File: src/rtl/button_debouncer_if.sv
// rtl/button_debouncer_if.sv - button input/output bundle between board pins and the debouncer
interface button_debouncer_if #(
   parameter int WIDTH = 5
);
   logic [WIDTH-1:0] btn_raw;
   logic [WIDTH-1:0] btn_level;
   logic [WIDTH-1:0] btn_press;
   logic [WIDTH-1:0] btn_release;

   modport master (
      output btn_raw,
      input  btn_level,
      input  btn_press,
      input  btn_release
   );

   modport slave (
      input  btn_raw,
      output btn_level,
      output btn_press,
      output btn_release
   );
endinterface

File: src/rtl/button_debouncer.sv
// rtl/button_debouncer.sv - per-button 2-FF synchronizer and stability-counter debouncer
// Emits a clean level plus one-cycle press/release pulses for each channel.
module button_debouncer #(
   parameter int WIDTH           = 5,
   parameter int DEBOUNCE_CYCLES = 1_000_000
) (
   input  logic               clk,
   input  logic               rst_n,
   button_debouncer_if.slave  bus
);
   localparam int            CW       = $clog2(DEBOUNCE_CYCLES);
   localparam logic [CW-1:0] CNT_LAST = CW'(DEBOUNCE_CYCLES - 1);
   localparam logic [CW-1:0] CNT_ONE  = CW'(1);

   logic [WIDTH-1:0] sync1_q,   sync1_d;
   logic [WIDTH-1:0] sync2_q,   sync2_d;
   logic [WIDTH-1:0] level_q,   level_d;
   logic [WIDTH-1:0] press_q,   press_d;
   logic [WIDTH-1:0] release_q, release_d;
   logic [CW-1:0]    cnt_q [WIDTH];
   logic [CW-1:0]    cnt_d [WIDTH];

   always_comb begin
      sync1_d   = bus.btn_raw;
      sync2_d   = sync1_q;
      level_d   = level_q;
      press_d   = '0;
      release_d = '0;
      for (int i = 0; i < WIDTH; i++) begin
         // Any cycle agreeing with the current level discards a partial count.
         cnt_d[i] = '0;
         if (sync2_q[i] != level_q[i]) begin
            if (cnt_q[i] == CNT_LAST) begin
               level_d[i]   = sync2_q[i];
               press_d[i]   = sync2_q[i];
               release_d[i] = ~sync2_q[i];
            end else begin
               cnt_d[i] = cnt_q[i] + CNT_ONE;
            end
         end
      end
   end

   always_ff @(posedge clk or negedge rst_n) begin
      if (!rst_n) begin
         sync1_q   <= '0;
         sync2_q   <= '0;
         level_q   <= '0;
         press_q   <= '0;
         release_q <= '0;
         for (int i = 0; i < WIDTH; i++) begin
            cnt_q[i] <= '0;
         end
      end else begin
         sync1_q   <= sync1_d;
         sync2_q   <= sync2_d;
         level_q   <= level_d;
         press_q   <= press_d;
         release_q <= release_d;
         for (int i = 0; i < WIDTH; i++) begin
            cnt_q[i] <= cnt_d[i];
         end
      end
   end

   assign bus.btn_level   = level_q;
   assign bus.btn_press   = press_q;
   assign bus.btn_release = release_q;
endmodule
File: src/flat_wrapper.sv
// flat-port wrapper written by rule: the top's interface ports become plain ports
module button_debouncer_flat 
#(
   parameter int WIDTH           = 5,
   parameter int DEBOUNCE_CYCLES = 1_000_000
)
  (clk, rst_n, bus_btn_raw, bus_btn_level, bus_btn_press, bus_btn_release);
  button_debouncer_if #(.WIDTH(WIDTH)) bus_i ();
  input  logic clk;
  input  logic rst_n;
  input wire logic [$bits(bus_i.btn_raw)-1:0] bus_btn_raw;
  output wire logic [$bits(bus_i.btn_level)-1:0] bus_btn_level;
  output wire logic [$bits(bus_i.btn_press)-1:0] bus_btn_press;
  output wire logic [$bits(bus_i.btn_release)-1:0] bus_btn_release;
  assign bus_i.btn_raw = bus_btn_raw;
  assign bus_btn_level = bus_i.btn_level;
  assign bus_btn_press = bus_i.btn_press;
  assign bus_btn_release = bus_i.btn_release;
  button_debouncer #(.WIDTH(WIDTH), .DEBOUNCE_CYCLES(DEBOUNCE_CYCLES)) u_core (.clk(clk), .rst_n(rst_n), .bus(bus_i));
endmodule
File: config.mk
export PLATFORM = sky130hd
export DESIGN_NAME = button_debouncer_flat
export DESIGN_NICKNAME = d
export VERILOG_FILES = /design/src/rtl/button_debouncer_if.sv /design/src/rtl/button_debouncer.sv /design/src/flat_wrapper.sv
export SDC_FILE = /design/constraint.sdc
export NUM_CORES = 1
export LEC_CHECK = 0
export CAP_MARGIN = 10
export CORE_ASPECT_RATIO = 2
export CORE_UTILIZATION = 50
export CTS_CLUSTER_DIAMETER = 40
export CTS_CLUSTER_SIZE = 8
export DETAILED_ROUTE_END_ITERATION = 10
export HOLD_SLACK_MARGIN = 0.06
export PLACE_DENSITY_LB_ADDON = 0.12
export RECOVER_POWER = 100
export SLEW_MARGIN = 20
export SYNTH_ARGS = -nofsm -noshare
export SYNTH_HDL_FRONTEND = slang
export SYNTH_SLANG_ARGS = --single-unit
export TNS_END_PERCENT = 50
File: constraint.sdc
create_clock -name clk -period 2.4 [get_ports clk]
set_input_delay 0.48 -clock clk [delete_from_list [all_inputs] [get_ports clk]]
set_output_delay 0.48 -clock clk [all_outputs]
set_load 0.005 [all_outputs]
==> flow_summary.json <==
{
  "status": "complete, no violations",
  "dpl-instance-area_sq_um": 6220,
  "start_util": 0.513,
  "place.gp.congestion": 0.798,
  "grt_max_degree": 45,
  "crit_chain": "or4b_2, nor4_1, a31o_2, a21oi_1",
  "tightest_slew_ns": 1.06,
  "grt_pass1_vias": 4389,
  "core_region_area_sq_um": 11300,
  "clk_pin_slew_ns": 0.06,
  "power.share.clock": 0.534,
  "r2r_start": "u_core.cnt_q[46]$_DFF_PN0_",
  "yosysUniqueCellTypes": 37,
  "root_buffer": "clkbuf_16",
  "maxSlewViolCount": 0,
  "wl_per_cell_microns": 15.1,
  "antenna_found_initial": 0,
  "whs_ns": 0.241,
  "die-area_sq_um": 12000,
  "grt_setup_unrepaired": "false",
  "hold_viol_final": 0,
  "wl_mm": 11.5,
  "rows": 55,
  "r2r_cells": 4,
  "vias_per_cell": 5.71,
  "ant_nets": 0,
  "comb_power_share": 0.025,
  "syn_area_sq_um": 5790,
  "fin_skew_ns": 0.00922,
  "post-cts-setup-buffers": 0,
  "drc": 0,
  "yosys_register_bits": 125,
  "fill_cells": 969,
  "switching_share": 0.221,
  "synthFlopType": "dfrtp_1",
  "setup_violations": 0,
  "slew_headroom": 0.295,
  "path_class": "reg2reg",
  "final_area_sq_um": 6760,
  "place_ws_ns": 0.234,
  "vdd_drop_max_uv": 501,
  "syn_to_final_growth_pct": 16.8,
  "insertion_delay_ns": 0.41,
  "cts_buffer_depth": 2,
  "async_reset_ff_frac": 1.00,
  "fin_tns_setup_ns": 0,
  "seq_power_share": 0.441,
  "syn_inst": 571,
  "num_io_pins": 22,
  "via_count": 4349,
  "max_stage_delay_ns": 0.65,
  "diodes": 0,
  "synth_most_common_cell": "dfrtp_1",
  "grt_pass1_wl_mm": 19.8,
  "ys_seq_area_frac": 0.540,
  "worstPathArrival_ns": 2.43,
  "synthTopCellsByArea": "dfrtp_1 54%, xor2_1 4.2%, xnor2_1 4.1%, nor2_1 4.0%, a21oi_1 3.5%",
  "drv_cap": 0,
  "grt_use_total": 0.209,
  "r2r_slack_ns": 0.23,
  "synth_edf_count": 0,
  "yosysTopAreaCellShare": 0.540,
  "post-route-min-period_ns": 2.17,
  "fin_crit_sh": 0.904,
  "dr.pass1.iters": 4,
  "crit_path_end_kind": "flop",
  "clock-sinks": 125,
  "multi_input_area_sq_um": 2530,
  "synth_warnings": 0,
  "hold_buffers": 0,
  "die_h_microns": 154,
  "postLayoutSetupSlackWorst_ns": 0.231,
  "p_int_mw": 3.82,
  "syn_avg_cell_area_sq_um": 10.1,
  "final_nets": 619,
  "dp.cells": 730,
  "die_w_microns": 78.1,
  "clock.fmax_mhz": 461,
  "power_leakage_nw": 2.79,
  "pwr_density_cell_nw_per_um2": 725,
  "cts_tree": "done",
  "io_buffers": 21,
  "synth_top_cell_by_area": "dfrtp_1",
  "h-tree-depth": 4,
  "hold_path_class": "in2async",
  "crit_fanout": 20,
  "cts-resized-gates": 0,
  "syn_nets": 583,
  "stdcell_count": 762,
  "required_ns": 2.67,
  "start_kind": "flop",
  "regArea_sq_um": 3130,
  "switchingPower_mw": 1.08,
  "cts_buffers": 17,
  "r2r-end": "u_core.cnt_q[53]$_DFF_PN0_",
  "overflow": 0,
  "critPathSlowestCell": "or4b_2",
  "dp_hpwl_mm": 8.23,
  "drive_gt1_frac": 0.0790,
  "drt_iter0_markers": 179,
  "synth_top_cells_by_count": "125 x dfrtp_1, 61 x nor2_1, 40 x a21oi_1, 38 x nand3_1, 31 x nand2_1"
}
==> worst max-delay path by stage <==
stage,start,end,slack (ns),cells after the start
floorplan,u_core.cnt_q[40]$_DFF_PN0_,u_core.cnt_q[58]$_DFF_PN0_,0.42,6
global placement,u_core.cnt_q[48]$_DFF_PN0_,u_core.cnt_q[51]$_DFF_PN0_,0.31,4
detailed placement,u_core.cnt_q[48]$_DFF_PN0_,u_core.cnt_q[44]$_DFF_PN0_,0.23,4
CTS,u_core.cnt_q[46]$_DFF_PN0_,u_core.cnt_q[59]$_DFF_PN0_,0.22,4
global route,u_core.cnt_q[46]$_DFF_PN0_,u_core.cnt_q[53]$_DFF_PN0_,0.08,4
finish,u_core.cnt_q[46]$_DFF_PN0_,u_core.cnt_q[53]$_DFF_PN0_,0.23,4
==> worst max-delay path, delay by kind of cell (launching register included) <==
| kind | cells | cell delay (ns) |
|---|---|---|
| flip-flops | 1 | 0.43 |
| AND/OR/NAND/NOR | 2 | 1.02 |
| AO/OA/AOI/OAI | 2 | 0.57 |
==> sequential cells by signal, summed over array words and instances (netlist names) <==
name and flops:
u_core.sync1_q 5, u_core.bus.btn_level 5, u_core.bus.btn_press 5, u_core.cnt_q 100, u_core.bus.btn_release 5, u_core.sync2_q 5
==> power groups by stage <==
| stage | clock network, mW | logic [mW] | registers (mW) |
|---|---|---|---|
| 3_5_place_dp | 0 | 0.139 | 2.20 |
| 3_3_place_gp | 0 | 0.135 | 2.20 |
| 2_1_floorplan | 0 | 0.0558 | 2.20 |
| 4_1_cts | 2.67 | 0.139 | 2.16 |
| 5_1_grt | 2.76 | 0.142 | 2.17 |
| 6_report | 2.62 | 0.120 | 2.16 |
==> cells in the final DEF, fill, tap and decap left out, types with 4 or more instances in the layout <==
| master | count |
|---|---|
| clkbuf_16 | 17 |
| or4_1 | 24 |
| or3_1 | 25 |
| nand4_1 | 17 |
| o21ai_0 | 28 |
| clkinv_4 | 5 |
| ha_1 | 5 |
| mux2_2 | 5 |
| inv_1 | 15 |
| clkbuf_1 | 9 |
| nor4_1 | 5 |
| nor3b_1 | 10 |
| nand2_1 | 31 |
| xnor2_1 | 27 |
| nor2_1 | 61 |
| inv_6 | 4 |
| nand3_1 | 39 |
| o31ai_1 | 14 |
| dlygate4sd3_1 | 20 |
| a21oi_1 | 40 |
| xor2_1 | 28 |
| nor3_1 | 10 |
| dfrtp_1 | 125 |
| and3_1 | 19 |
==> layer usage <==
layer	global-route usage	share of wire
met1	0.225	0.39
met2	0.391	0.57
met3	0.0372	0.022
met4	0.0891	0.020
met5	0	0
==> per-stage QoR <==
step	power [mW]	util
floorplan	2.25	-
global placement	2.33	0.551
detailed placement	2.34	0.551
CTS	4.98	0.605
global route	5.07	0.599
finish	4.91	0.599
==> area by class of cell <==
type	instances	area share
inverters	15	0.00832
clock buffers	17	0.0629
clock inverters	15	0.0276
repair buffers	33	0.0379
well taps	142	0.0263
multi-input cells	415	0.375
flip-flops and latches	125	0.462
==> logic make-up (layout without fill, tap and decap cells) <==
logic type	count (synthesis)	count (layout)	share of synthesized area
fa+ha+maj	5	5	0.0108
compound gates	84	84	0.0814
mux	5	5	0.00972
simple gates	266	266	0.254
flops	125	125	0.540
xor+xnor	55	55	0.0832
buf+inv	31	80	0.0209
Power figures use the tool's default switching activity.
